$ cat src/rtl/grid_cell_painter.sv
// 3x3 grid colour painter downstream of hvsync_generator: debounced cursor/commit buttons,
// 2-clock pixel pipeline with matched syncs. Optional blinking cursor via `CURSOR_BLINK_EN.
module grid_cell_painter #(
    parameter int unsigned GRID_X0      = 20,
    parameter int unsigned GRID_Y0      = 0,
    parameter int unsigned CELL_W       = 200,
    parameter int unsigned CELL_H       = 160,
    parameter int unsigned BORDER       = 4,
    parameter int unsigned DEBOUNCE_CYC = 250000
) (
    input  logic       clk,
    input  logic       rst_n,
    input  logic [9:0] counter_x,
    input  logic [9:0] counter_y,
    input  logic       in_display_area,
    input  logic       hsync_in,
    input  logic       vsync_in,
    input  logic       sw_cp,
    input  logic       sw_cc,
    input  logic       sw_r,
    input  logic       sw_g,
    input  logic       sw_b,
    output logic [2:0] pixel,
    output logic       hsync_out,
    output logic       vsync_out,
    output logic [3:0] cursor_pos
);

    localparam int unsigned CntW = $clog2(DEBOUNCE_CYC + 1);
    localparam logic [CntW-1:0] CntLast = CntW'(DEBOUNCE_CYC - 1);

    localparam logic [9:0] XB0    = 10'(GRID_X0);
    localparam logic [9:0] YB0    = 10'(GRID_Y0);
    localparam logic [9:0] CellW  = 10'(CELL_W);
    localparam logic [9:0] CellW2 = 10'(2 * CELL_W);
    localparam logic [9:0] SpanX  = 10'(3 * CELL_W);
    localparam logic [9:0] CellH  = 10'(CELL_H);
    localparam logic [9:0] CellH2 = 10'(2 * CELL_H);
    localparam logic [9:0] SpanY  = 10'(3 * CELL_H);
    localparam logic [9:0] BordLo = 10'(BORDER);
    localparam logic [9:0] BordHx = 10'(CELL_W - BORDER);
    localparam logic [9:0] BordHy = 10'(CELL_H - BORDER);

    typedef enum logic [1:0] {StIdle, StWaitBlank, StWrite} state_e;

    // ---------------- Input synchronisers: {cp, cc, r, g, b} ----------------
    logic [4:0] sync1_q, sync2_q;

    always_ff @(posedge clk or negedge rst_n) begin
        if (!rst_n) begin
            sync1_q <= '1;
            sync2_q <= '1;
        end else begin
            sync1_q <= {sw_cp, sw_cc, sw_r, sw_g, sw_b};
            sync2_q <= sync1_q;
        end
    end

    // ---------------- Debounce: [1]=cp, [0]=cc ----------------
    logic [1:0]      btn_low;
    logic [CntW-1:0] db_cnt_q [2];
    logic [CntW-1:0] db_cnt_d [2];
    logic [1:0]      armed_q, armed_d;
    logic [1:0]      press_evt;

    assign btn_low = ~sync2_q[4:3];

    // Armed: count stable-low samples to a press. Disarmed: count stable-high samples to re-arm.
    always_comb begin
        armed_d   = armed_q;
        press_evt = '0;
        for (int i = 0; i < 2; i++) begin
            db_cnt_d[i] = db_cnt_q[i] + 1'b1;
            if (armed_q[i]) begin
                if (!btn_low[i]) begin
                    db_cnt_d[i] = '0;
                end else if (db_cnt_q[i] == CntLast) begin
                    db_cnt_d[i]  = '0;
                    press_evt[i] = 1'b1;
                    armed_d[i]   = 1'b0;
                end
            end else begin
                if (btn_low[i]) begin
                    db_cnt_d[i] = '0;
                end else if (db_cnt_q[i] == CntLast) begin
                    db_cnt_d[i] = '0;
                    armed_d[i]  = 1'b1;
                end
            end
        end
    end

    always_ff @(posedge clk or negedge rst_n) begin
        if (!rst_n) begin
            armed_q <= '1;
            for (int i = 0; i < 2; i++) db_cnt_q[i] <= '0;
        end else begin
            armed_q <= armed_d;
            for (int i = 0; i < 2; i++) db_cnt_q[i] <= db_cnt_d[i];
        end
    end

    logic cp_evt, cc_evt;
    assign cp_evt = press_evt[1];
    assign cc_evt = press_evt[0];

    // ---------------- Cursor ----------------
    logic [3:0] cursor_q, cursor_d;

    always_comb begin
        cursor_d = cursor_q;
        if (cp_evt) cursor_d = (cursor_q == 4'd8) ? 4'd0 : cursor_q + 4'd1;
    end

    always_ff @(posedge clk or negedge rst_n) begin
        if (!rst_n) cursor_q <= '0;
        else        cursor_q <= cursor_d;
    end

    assign cursor_pos = cursor_q;

    // ---------------- Commit FSM ----------------
    state_e     state_q, state_d;
    logic [3:0] pend_cell_q, pend_cell_d;
    logic [2:0] pend_rgb_q, pend_rgb_d;
    logic       vsync_prev_q;
    logic       vsync_fall;
    logic       cell_we;
    logic [2:0] cell_q [9];

    assign vsync_fall = vsync_prev_q & ~vsync_in;

    always_comb begin
        state_d     = state_q;
        pend_cell_d = pend_cell_q;
        pend_rgb_d  = pend_rgb_q;
        cell_we     = 1'b0;
        unique case (state_q)
            StIdle: begin
                if (cc_evt) begin
                    pend_cell_d = cursor_q;
                    pend_rgb_d  = ~sync2_q[2:0];
                    state_d     = StWaitBlank;
                end
            end
            StWaitBlank: begin
                if (cc_evt) begin
                    pend_cell_d = cursor_q;
                    pend_rgb_d  = ~sync2_q[2:0];
                end
                if (vsync_fall) state_d = StWrite;
            end
            StWrite: begin
                cell_we = 1'b1;
                state_d = StIdle;
            end
            default: state_d = StIdle;
        endcase
    end

    always_ff @(posedge clk or negedge rst_n) begin
        if (!rst_n) begin
            state_q      <= StIdle;
            pend_cell_q  <= '0;
            pend_rgb_q   <= '0;
            vsync_prev_q <= 1'b1;
        end else begin
            state_q      <= state_d;
            pend_cell_q  <= pend_cell_d;
            pend_rgb_q   <= pend_rgb_d;
            vsync_prev_q <= vsync_in;
        end
    end

    // Reset pattern (i%7)+1 keeps every cell non-black.
    always_ff @(posedge clk or negedge rst_n) begin
        if (!rst_n) begin
            for (int i = 0; i < 9; i++) cell_q[i] <= 3'((i % 7) + 1);
        end else if (cell_we && (pend_cell_q < 4'd9)) begin
            cell_q[pend_cell_q] <= pend_rgb_q;
        end
    end

    // ---------------- Cursor blink ----------------
    logic show_border;
`ifdef CURSOR_BLINK_EN
    logic [4:0] frame_cnt_q;

    always_ff @(posedge clk or negedge rst_n) begin
        if (!rst_n)          frame_cnt_q <= '0;
        else if (vsync_fall) frame_cnt_q <= frame_cnt_q + 5'd1;
    end

    assign show_border = frame_cnt_q[4];
`else
    assign show_border = 1'b1;
`endif

    // ---------------- Pixel pipeline stage 1 ----------------
    logic [9:0] x_rel, y_rel, x_cell, y_cell;
    logic [1:0] col_s1, row_s1;
    logic       in_grid_s1, border_s1;

    // Offsets relative to the grid origin; coordinates left of/above it wrap high and fail the span test.
    always_comb begin
        x_rel  = counter_x - XB0;
        y_rel  = counter_y - YB0;
        col_s1 = 2'd2;
        x_cell = x_rel - CellW2;
        if (x_rel < CellW) begin
            col_s1 = 2'd0;
            x_cell = x_rel;
        end else if (x_rel < CellW2) begin
            col_s1 = 2'd1;
            x_cell = x_rel - CellW;
        end
        row_s1 = 2'd2;
        y_cell = y_rel - CellH2;
        if (y_rel < CellH) begin
            row_s1 = 2'd0;
            y_cell = y_rel;
        end else if (y_rel < CellH2) begin
            row_s1 = 2'd1;
            y_cell = y_rel - CellH;
        end
        in_grid_s1 = (x_rel < SpanX) && (y_rel < SpanY);
        border_s1  = (x_cell < BordLo) || (x_cell >= BordHx) ||
                     (y_cell < BordLo) || (y_cell >= BordHy);
    end

    logic [1:0] col_q, row_q;
    logic       in_grid_q, disp_q, border_q;
    logic       hsync_s1_q, vsync_s1_q, hsync_s2_q, vsync_s2_q;
    logic [2:0] pixel_q, pixel_d;

    // ---------------- Pixel pipeline stage 2 ----------------
    logic [3:0] idx;
    logic [2:0] cell_col;

    always_comb begin
        idx      = {2'b00, col_q} + {1'b0, row_q, 1'b0} + {2'b00, row_q};
        cell_col = (idx < 4'd9) ? cell_q[idx] : 3'b000;
        pixel_d  = cell_col;
        if (!disp_q || !in_grid_q) begin
            pixel_d = 3'b000;
        end else if ((idx == cursor_q) && border_q && show_border) begin
            pixel_d = ~cell_col;
        end
    end

    always_ff @(posedge clk or negedge rst_n) begin
        if (!rst_n) begin
            col_q      <= '0;
            row_q      <= '0;
            in_grid_q  <= 1'b0;
            disp_q     <= 1'b0;
            border_q   <= 1'b0;
            hsync_s1_q <= 1'b1;
            vsync_s1_q <= 1'b1;
            hsync_s2_q <= 1'b1;
            vsync_s2_q <= 1'b1;
            pixel_q    <= '0;
        end else begin
            col_q      <= col_s1;
            row_q      <= row_s1;
            in_grid_q  <= in_grid_s1;
            disp_q     <= in_display_area;
            border_q   <= border_s1;
            hsync_s1_q <= hsync_in;
            vsync_s1_q <= vsync_in;
            hsync_s2_q <= hsync_s1_q;
            vsync_s2_q <= vsync_s1_q;
            pixel_q    <= pixel_d;
        end
    end

    assign pixel     = pixel_q;
    assign hsync_out = hsync_s2_q;
    assign vsync_out = vsync_s2_q;

endmodule

$ cat config.mk
export PLATFORM = sky130hd
export DESIGN_NAME = grid_cell_painter
export DESIGN_NICKNAME = d
export VERILOG_FILES = /design/src/rtl/grid_cell_painter.sv
export SDC_FILE = /design/constraint.sdc
export NUM_CORES = 1
export LEC_CHECK = 0
export ABC_AREA = 1
export BUFFER_PORTS_ARGS = -buffer_cell sky130_fd_sc_hd__buf_2
export CAP_MARGIN = 20
export CORE_MARGIN = 2
export CORE_UTILIZATION = 40
export CTS_BUF_LIST = sky130_fd_sc_hd__clkbuf_4
export CTS_CLUSTER_DIAMETER = 30
export DETAILED_ROUTE_END_ITERATION = 10
export MAX_ROUTING_LAYER = met4
export PLACE_DENSITY = 0.68
export REMOVE_ABC_BUFFERS = 1
export SYNTH_ARGS = -nofsm -noshare
export SYNTH_HDL_FRONTEND = slang
export SYNTH_SLANG_ARGS = --single-unit
$ cat constraint.sdc
create_clock -name clk -period 2.6 [get_ports clk]
set_clock_uncertainty 0.2 [all_clocks]
set_input_delay 0.13 -clock clk [delete_from_list [all_inputs] [get_ports clk]]
set_output_delay 0.13 -clock clk [all_outputs]
set_load 0.02 [all_outputs]
---- Yosys cells after proc, flatten, opt, wreduce, memory -nomap -nowiden ----
Index checks and enable logic that the tools add are counted.
operators by class
  $add $sub $neg .......................... 10
  order comparisons ....................... 15
  eq/ne operators ......................... 8
  multiplexer cells ....................... 44
  bitwise operators ....................... 7
  reduce and logical (&&, ||, !) cells .... 14
operator list
  kind                   count
  $mux 18                8
  $mux 10                4
  $add 18x1->18 const B  2
  $eq 18x18->1 const B   2
  $lt 10x9->1 const B    3
  $bwmux 27              1
  $ge 10x8->1 const B    2
  $lt 10x3->1 const B    2
  $lt 10x8->1 const B    2
  $sub 10x8->10 const B  2
  $sub 10x9->10 const B  2
  $mux 3                 6
  $mux 1                 15
  $bmux 3 s4             1
  $demux 3 s4            1
  $mux 2                 6
  $ge 5x5->1 const B     2
  $lt 10x10->1 const B   1
  $not 4->5              2
  $sub 10x5->10 const B  1
  $lt 4x4->1 const B     2
  $not 3->3              2
  $lt 5x1->1 const B     1
  $add 2x3->4            1
  18 further kinds       27
storage, ports and cells
  register bits after elaboration ......... 102
  input port bits ......................... 30
  word-level logic and storage cells ...... 126

---- Longest topological paths before layout ----
Gate-level depths: netlist of run 1.
  depth after elaboration ................. 10
  depth in mapped cells ................... 18
  depth with buffers taken out ............ 18

---- Least setup slack after synthesis of run 1 ----
Ideal clock, no wire load.
  path kind ............................... reg-to-reg
  start point ............................. reg col_q[1]
  end point ............................... reg pixel_q[1] (netlist: pixel[1])
  arrival time ............................ 2.327 ns
  required time ........................... 2.281 ns
  setup slack ............................. -0.046 ns
  cell stages (with the launch flop) ...... 12
  path buffers ............................ 0
  clock period less this slack ............ 2.646 ns
  path through ............................ dfrtp_1 > fa_1 > ha_1 > inv_1 > fa_1 > inv_1 > nor2_1 > o21ai_1 > nor4_4 > nand3_1 > nand3_1 > nor2_1
on the way
  cells in the longest elaborated chain, start to end .. 10
  elaborated cells between the ends (all ways) .. 13
RTL lines
  element                                     RTL line  source
  start, declared                             231       logic [1:0] col_q, row_q;
  start signal, assigned                      264       col_q <= col_s1;
  $add 2x3->4 *                               241       idx = {2'b00, col_q} + {1'b0, row_q, 1'b0} + {2'b00, row_q};
  $add 4x2->4 *                               241
  $not 4->5 (implied by the code)             242       cell_col = (idx < 4'd9) ? cell_q[idx] : 3'b000;
  $bmux 3 s4                                  242
  $mux 3 (implied by the code) (2 in series)  242
  $mux 3                                      242
  $not 3->3                                   247       pixel_d = ~cell_col;
  $mux 3 *                                    246       end else if ((idx == cursor_q) && border_q && show_border) begin
  $mux 3 *                                    244       if (!disp_q || !in_grid_q) begin
  named net pixel_d[1]                        234       logic [2:0] pixel_q, pixel_d;
  end signal, assigned                        273       pixel_q <= pixel_d;
  end, declared                               234
Mark *: on every way through the listed nets, which the timed path passes. The rest lies on a longest branch. The select of a mux whose other input is x is not followed.
A chain may end at the register's enable or synchronous reset.

---- Worst setup path after layout of run 1 ----
Ends and elaborated chain as after synthesis.

==> metrics.log, run 1 <==
[metrics] result of the run: finished with violations
[metrics] violations in the final reports: setup timing
[metrics] arrival time at the worst endpoint: between 2 and 3 ns
[metrics] post-layout net count: 787
[metrics] power density cells: 461 nW/um^2
[metrics] cell-internal power: 0.00204 W
[metrics] hold path cells: 8
[metrics] detailed-route wire length: 10,600 um
[metrics] maximum number of pins on one net before global-route repair: 60
[metrics] Worst Max-Slew Pin Slew: 0.538 ns
[metrics] final estimated routing congestion in global placement: 0.871
[metrics] number of DRC markers in iteration 0: roughly 250
[metrics] Max IR drop VDD: 0.216 mV
[metrics] part of the cycle the worst path needs: 1.06
[metrics] Area growth syn-to-layout: 14.5%
[metrics] Synth Area in Compound Gates: 0.117
[metrics] GRT Util Overall: 0.160
[metrics] clock period minus final worst setup slack: between 2 and 3 ns
[metrics] Synth Instances: 671
[metrics] Buf+Inv Stages, Crit Path: 3
[metrics] most frequent standard cell in the layout excluding fill and tap cells: nand2_1
[metrics] Die Area: 14,700 sq um
[metrics] worst-case headroom to the max-slew limit: 0.641
[metrics] net switching component of the power: 0.000870 W
[metrics] number of I/O port buffers: 34
[metrics] clock root buffer: clkbuf_4
[metrics] register bit total from synthesis: 102
[metrics] number of global-route vias before repair: 4,107
[metrics] average wire per standard cell: 11.5 um
[metrics] slack of the critical path: -0.144 ns
[metrics] share of post-route cells with drive strength above 1: 0.215
[metrics] antenna violations before repair: 1
[metrics] class of the worst hold path: in2reg
[metrics] data required time of the worst path: 2.75 ns
[metrics] P_leak: 2.87 nW
[metrics] portion of total power attributed to the clock network: 0.252
[metrics] maximum count of clock buffers along a single path: 2
[metrics] clock transition at the registers of the reported paths: ~0.15 ns
[metrics] sequential group share of total power: 0.565
[metrics] start-to-end type of the worst setup path: reg2reg
[metrics] number of buffers created by CTS: 9
[metrics] mux contribution to synthesized area: 0
[metrics] FMAX: 0.364 GHz
[metrics] DPL Wire Length: between 7000 and 8000 um
[metrics] CTS H-tree lvls: 3
[metrics] switching share of power: 0.299
[metrics] Via Count: 4,478
[metrics] Hold Worst Slack: roughly 0.044 ns
[metrics] number of clock sinks seen by CTS: 102
[metrics] core utilization of the finished layout: 0.472
[metrics] most frequent cells in the layout: nand2_1 (158), dfrtp_1 (72), inv_1 (68), nor2_1 (67), o21ai_0 (43)
[metrics] endpoint of the worst hold-timing path: border_q
[metrics] die span in x: roughly 120 um
[metrics] die height: 121 um
[metrics] overall power after layout: a little under 0.003 W
[metrics] Post-DRT Antenna Nets: 0
[metrics] dominant combinational cell family by area after synthesis: simple AND/OR/NAND/NOR gates
[metrics] portion of total power attributed to combinational logic: 0.182
[metrics] worst reg-to-reg path cell count: 11
[metrics] endpoint kind of the worst setup timing path: flip-flop
[metrics] Yosys warning count: 0
[metrics] TritonRoute pass-1 iters: 5
[metrics] count of distinct cell types in the synthesized netlist: 46
[metrics] Placed Area: 5950 sq um
[metrics] num ports: 39
[metrics] startpoint class of the critical path: flip-flop
[metrics] family of cells with the greatest summed delay on the critical path: adder cells
[metrics] biggest fanout along the worst timing path: 4
[metrics] slowest stage cell on the critical path: fa_1
[metrics] area of the mapped netlist: 5510 sq um
[metrics] core area: around 13,000 sq um
[metrics] reg-to-reg endpoint: pixel[1]
[metrics] unrepaired setup endpoints after global routing: yes
[metrics] max capacitance violation total: 0
[metrics] Fin. Hold Viols: 0
[metrics] wire length of the first global-routing pass: 18,600 um
[metrics] fraction of the yosys area taken by sequential cells: 0.470
[metrics] Starting Density: 0.412
[metrics] clock tree from TritonCTS: built
[metrics] clock latency on the worst-skew pair: 0.45 ns
[metrics] row count: 42
[metrics] reg2reg start: col_q[1]
[metrics] post-synthesis area per instance: 8.20 sq um
[metrics] Residual DRC: 0
[metrics] share of synthesized cell area in full adder, half adder and majority cells: 0.0414
[metrics] worst setup slack before clock tree synthesis: -0.168 ns
[metrics] fin. max-slew vios: 0
[metrics] post-synthesis share of cell area spent on xor and xnor gates: 0.0255
[metrics] finished layout cell area: 6300 sq um
[metrics] Remaining Overflow, GRT: 0
[metrics] final-report setup violation count: 3
[metrics] Register-to-Register Setup Slack: -0.14 ns
[metrics] crit path cell chain: fa_1, ha_2, inv_2, fa_2, inv_2, buf_4, a221o_1, nand3_2, nand3_1, nand3_1, nor2_1
[metrics] Worst path max stage delay: around 0.55 ns
[metrics] post-synthesis share of cell area spent on and, or, nand and nor gates: 0.280
[metrics] startpoint of the worst hold path: counter_y[3]
[metrics] Via density: approximately 5
metal layers:
metal  track usage  wire length, um
met1         0.210             5120
met2         0.256             4960
met3        0.0244              313
met4        0.0496              178
met5             -                0
worst reg2reg max path, cell delays in order (launching register included):
cell     delay, ns
dfrtp_1       0.42
fa_1          0.55
ha_2          0.17
inv_2         0.03
fa_2          0.55
inv_2         0.06
buf_4         0.13
a221o_1       0.27
nand3_2       0.08
nand3_1       0.07
nand3_1       0.08
nor2_1        0.04
flip-flops by register name, indices dropped and copies added, names as in the netlist, named ones only:
register / cells
hsync_s1_q: 1
vsync_s1_q: 1
pixel: 3
hsync_out: 1
col_q: 2
in_grid_q: 1
row_q: 2
pend_cell_q: 4
cursor_pos: 4
db_cnt_q: 36
cell_q: 27
border_q: 1
vsync_out: 1
sync1_q: 5
sync2_q: 5
disp_q: 1
state_q: 2
pend_rgb_q: 3
stage by stage:
step	setup TNS (ns)	cells
floorplan	-0.131	666
global placement	-0.236	886
detailed placement	-0.477	886
CTS	-0.376	921
global route	-0.848	922
finish	-0.380	922
cell usage after synthesis (all sizes together):
cell type / count / area share
dfstp: 30 / 0.14
xor2: 9 / 0.014
xnor2: 7 / 0.011
a221o: 2 / 0.0036
nor4: 4 / 0.0084
o211ai: 1 / 0.0014
inv: 88 / 0.060
a311oi: 1 / 0.0016
o311ai: 3 / 0.0048
ha: 15 / 0.034
o21ai: 54 / 0.055
buf: 5 / 0.0057
or2: 4 / 0.0050
dfrtp: 72 / 0.33
a31oi: 4 / 0.0045
nand3: 46 / 0.049
nor2: 75 / 0.055
clkinv: 1 / 0.00068
o21a: 4 / 0.0055
nand4: 15 / 0.020
nor3: 18 / 0.022
fa: 2 / 0.0073
and2: 1 / 0.0011
nand2: 168 / 0.12
a21oi: 39 / 0.037
o22ai: 1 / 0.0011
a22oi: 2 / 0.0027
area by class of cell:
| type | count | area [sq um] |
|---|---|---|
| multi-input cells | 475 | 2590 |
| diodes | 1 | 2.50 |
| repair buffers | 63 | 450 |
| well taps | 176 | 220 |
| fillers | 1308 | 7040 |
| flip-flops and latches | 102 | 2590 |
| clock buffers | 9 | 67.6 |
| inverters | 89 | 334 |
| clock inverters | 7 | 50.0 |
timing repair:
item / 4_1_cts / 5_1_grt
hold buffers: 19 / 0
buffers inserted: 0 / 0
hold endpoints to repair: 102 / 0
pin swaps: 0 / 3
cloned: 0 / 0
gates resized for setup: 8 / 7
endpoints found under the setup margin: 3 / 4
power by group through the flow:
stage          clock network [W]  registers, W  logic [W]
2_1_floorplan                  0       0.00168   0.000314
3_3_place_gp                   0       0.00167   0.000479
3_5_place_dp                   0       0.00167   0.000485
4_1_cts                 0.000758       0.00165   0.000523
5_1_grt                 0.000831       0.00165   0.000606
6_report                0.000734       0.00164   0.000531
worst max path at each step:
| stage | start | endpoint | slack, ns | cells after the start |
|---|---|---|---|---|
| final | col_q[1] | pixel[1] | -0.14 | 11 |
| after global routing | col_q[1] | pixel[0] | -0.31 | 10 |
| after CTS | col_q[1] | pixel[0] | -0.13 | 10 |
| after detailed placement | col_q[1] | pixel[2] | -0.17 | 11 |
| after global placement | col_q[1] | pixel[2] | -0.08 | 11 |
| after floorplan | col_q[1] | pixel[1] | -0.05 | 11 |
cells by family after synthesis:
family / Yosys count
AOI/OAI and AO/OA: 111
buffers and inverters: 94
and+or+nand+nor: 331
DFF: 102
adders and majority gates: 17
xor gates and xnor gates: 16
(Power assumes the default switching activity.)
==> inputs of run 2 (changes only) <==
--- a/config.mk
+++ b/config.mk
@@ -15,7 +15,6 @@
 export DETAILED_ROUTE_END_ITERATION = 10
 export MAX_ROUTING_LAYER = met4
 export PLACE_DENSITY = 0.68
-export REMOVE_ABC_BUFFERS = 1
 export SYNTH_ARGS = -nofsm -noshare
 export SYNTH_HDL_FRONTEND = slang
 export SYNTH_SLANG_ARGS = --single-unit
==> metrics.log, run 2 (synthesis results as in run 1) <==
[metrics] net switching component of the power: 0.000868 W (-0.26%)
[metrics] average wire per standard cell: 11.8 um (+2.9%)
[metrics] maximum number of pins on one net before global-route repair: 60 (unchanged)
[metrics] sequential group share of total power: 0.527 (-0.038)
[metrics] clock period minus final worst setup slack: 2.71 ns (-0.0298 ns)
[metrics] detailed-route wire length: 10,900 um (+2.8%)
[metrics] Mapped Nets: 718
[metrics] unrepaired setup endpoints after global routing: yes
[metrics] clock tree from TritonCTS: built
[metrics] clock transition at the registers of the reported paths: 0.15 ns (about the same)
[metrics] number of buffers created by CTS: 9 (unchanged)
[metrics] Remaining Overflow, GRT: 0 (unchanged)
[metrics] startpoint class of the critical path: flip-flop
[metrics] number of clock sinks seen by CTS: 102 (unchanged)
[metrics] part of the cycle the worst path needs: 1.04 (-0.0115)
[metrics] final estimated routing congestion in global placement: 0.857 (-1.6%)
[metrics] number of I/O port buffers: 34 (unchanged)
[metrics] die span in x: 121 um (unchanged)
[metrics] row count: 42 (unchanged)
[metrics] number of global-route vias before repair: 4,289 (+4.4%)
[metrics] Worst Max-Slew Pin Slew: 0.731 ns (+0.193 ns)
[metrics] antenna violations before repair: 1 (unchanged)
[metrics] core utilization of the finished layout: 0.476 (+0.00347)
[metrics] TritonRoute pass-1 iters: 5 (unchanged)
[metrics] fin. max-slew vios: 0 (unchanged)
[metrics] crit path cell chain: fa_1, ha_1, inv_1, fa_2, inv_4, buf_4, a221o_1, nand3_2, nand3_1, nand3_1, nor2_1
[metrics] Starting Density: 0.412 (unchanged)
[metrics] Via Count: 4,464 (-0.31%)
[metrics] class of the worst hold path: in2reg
[metrics] die height: 121 um (unchanged)
[metrics] family of cells with the greatest summed delay on the critical path: adder cells
[metrics] Max IR drop VDD: 0.283 mV (+31%)
[metrics] Hold Worst Slack: 0.0333 ns (-0.0105 ns)
[metrics] Fin. Hold Viols: 0 (unchanged)
[metrics] biggest fanout along the worst timing path: 4 (unchanged)
[metrics] violations in the final reports: setup timing
[metrics] start-to-end type of the worst setup path: reg2reg
[metrics] share of post-route cells with drive strength above 1: 0.211 (-0.00374)
[metrics] core area: 13,300 sq um (unchanged)
[metrics] reg2reg start: col_q[1]
[metrics] wire length of the first global-routing pass: 19,500 um (+4.5%)
[metrics] Placed Area: 5950 sq um (-0.13%)
[metrics] CTS H-tree lvls: 3 (unchanged)
[metrics] hold path cells: 8 (unchanged)
[metrics] num ports: 39 (unchanged)
[metrics] clock root buffer: clkbuf_4
[metrics] Buf+Inv Stages, Crit Path: 3 (unchanged)
[metrics] final-report setup violation count: 3 (unchanged)
[metrics] switching share of power: 0.278 (-0.0210)
[metrics] data required time of the worst path: 2.77 ns (+0.02 ns)
[metrics] Register-to-Register Setup Slack: -0.11 ns (+0.03 ns)
[metrics] endpoint of the worst hold-timing path: border_q
[metrics] P_leak: 2.90 nW (+0.95%)
[metrics] max capacitance violation total: 0 (unchanged)
[metrics] largest registers: db_cnt_q: 36 flops, cell_q: 27 flops
[metrics] Area growth syn-to-layout: 15.3%
[metrics] Die Area: 14,700 sq um (unchanged)
[metrics] number of DRC markers in iteration 0: 271 (+6.7%)
[metrics] clock latency on the worst-skew pair: 0.47 ns (+0.02 ns)
[metrics] Via density: 4.85 (-0.20%)
[metrics] worst reg-to-reg path cell count: 11 (unchanged)
[metrics] arrival time at the worst endpoint: 2.89 ns (about the same)
[metrics] result of the run: finished with violations
[metrics] Largest Register: db_cnt_q
[metrics] power density cells: 491 nW/um^2 (+6.5%)
[metrics] post-layout net count: 786 (-0.13%)
[metrics] max FFs per register: 36 (unchanged)
[metrics] overall power after layout: 0.00312 W (+7.3%)
[metrics] Residual DRC: 0 (unchanged)
[metrics] DPL Wire Length: 7890 um (+0.57%)
[metrics] GRT Util Overall: 0.167 (+0.00733)
[metrics] worst-case headroom to the max-slew limit: 0.511 (-0.130)
[metrics] Worst path max stage delay: 0.56 ns (about the same)
[metrics] startpoint of the worst hold path: counter_y[3]
[metrics] slowest stage cell on the critical path: fa_2
[metrics] slack of the critical path: -0.114 ns (+0.0298 ns)
[metrics] endpoint kind of the worst setup timing path: flip-flop
[metrics] FMAX: 0.368 GHz (+1.1%)
[metrics] portion of total power attributed to combinational logic: 0.168 (-0.014)
[metrics] most frequent cells in the layout: nand2_1 (158), dfrtp_1 (72), inv_1 (69), nor2_1 (67), o21ai_0 (43)
[metrics] portion of total power attributed to the clock network: 0.304 (+0.052)
[metrics] maximum count of clock buffers along a single path: 2 (unchanged)
[metrics] CP most frequent cell: nand3_1
[metrics] Post-DRT Antenna Nets: 0 (unchanged)
[metrics] most frequent standard cell in the layout excluding fill and tap cells: nand2_1
[metrics] finished layout cell area: 6350 sq um (+0.73%)
[metrics] cell-internal power: 0.00225 W (+10%)
[metrics] reg-to-reg endpoint: pixel[1]
run 2: what timing repair did:
item / in CTS / in global routing
cloned: 0 / 0
setup buffers: 0 / 0
gates resized for setup: 6 / 7
hold buffers: 19 / 0
setup endpoints to repair: 3 / 4
endpoints found under the hold margin: 100 / 0
run 2: layout make-up:
cell class | count | area (sq um)
clock buffer | 11 | 82.6
sequential | 102 | 2590
multi-input combinational | 475 | 2590
timing repair buffer | 62 | 443
tap | 176 | 220
fill | 1292 | 7000
antenna | 1 | 2.50
inverter | 89 | 337
clock inverter | 5 | 85.1
run 2: power by group through the flow:
stage               sequential, W  combinational, W  clock, W
floorplan                 0.00168          0.000320         0
global route              0.00165          0.000606   0.00105
detailed placement        0.00167          0.000478         0
global placement          0.00167          0.000472         0
CTS                       0.00165          0.000516  0.000976
finish                    0.00164          0.000526  0.000950
run 2: worst max-delay path by stage:
stage                to  slack (ns)  depth (start not counted)  startpoint
3_5_place_dp   pixel[2]       -0.12                          9    col_q[1]
4_1_cts        pixel[1]       -0.10                         11    col_q[1]
3_3_place_gp   pixel[2]        -0.1                          9    col_q[1]
5_1_grt        pixel[1]       -0.26                         11    col_q[1]
6_report       pixel[1]       -0.11                         11    col_q[1]
2_1_floorplan  pixel[1]       -0.03                         11    col_q[1]
run 2: worst reg2reg max path, stage by stage (launching register included):
cell     delay (ns)
dfrtp_1        0.41
fa_1           0.54
ha_1           0.14
inv_1          0.05
fa_2           0.57
inv_4          0.06
buf_4          0.13
a221o_1        0.27
nand3_2        0.08
nand3_1        0.07
nand3_1        0.08
nor2_1         0.04
run 2: stage by stage:
step | TNS (ns) | instances | setup slack (ns)
final | -0.277 | 921 | -0.114
after floorplan | -0.0782 | 671 | -0.0291
after global routing | -0.732 | 921 | -0.263
after global placement | -0.224 | 885 | -0.0997
after CTS | -0.273 | 920 | -0.100
after detailed placement | -0.296 | 885 | -0.119
run 2: per-layer routing:
layer	GRT usage	up-vias	part of all wire
met5	-	-	0
met4	0.0517	0	0.019
met3	0.0315	19	0.028
met2	0.268	69	0.48
met1	0.216	2048	0.47
li1	-	2328	-
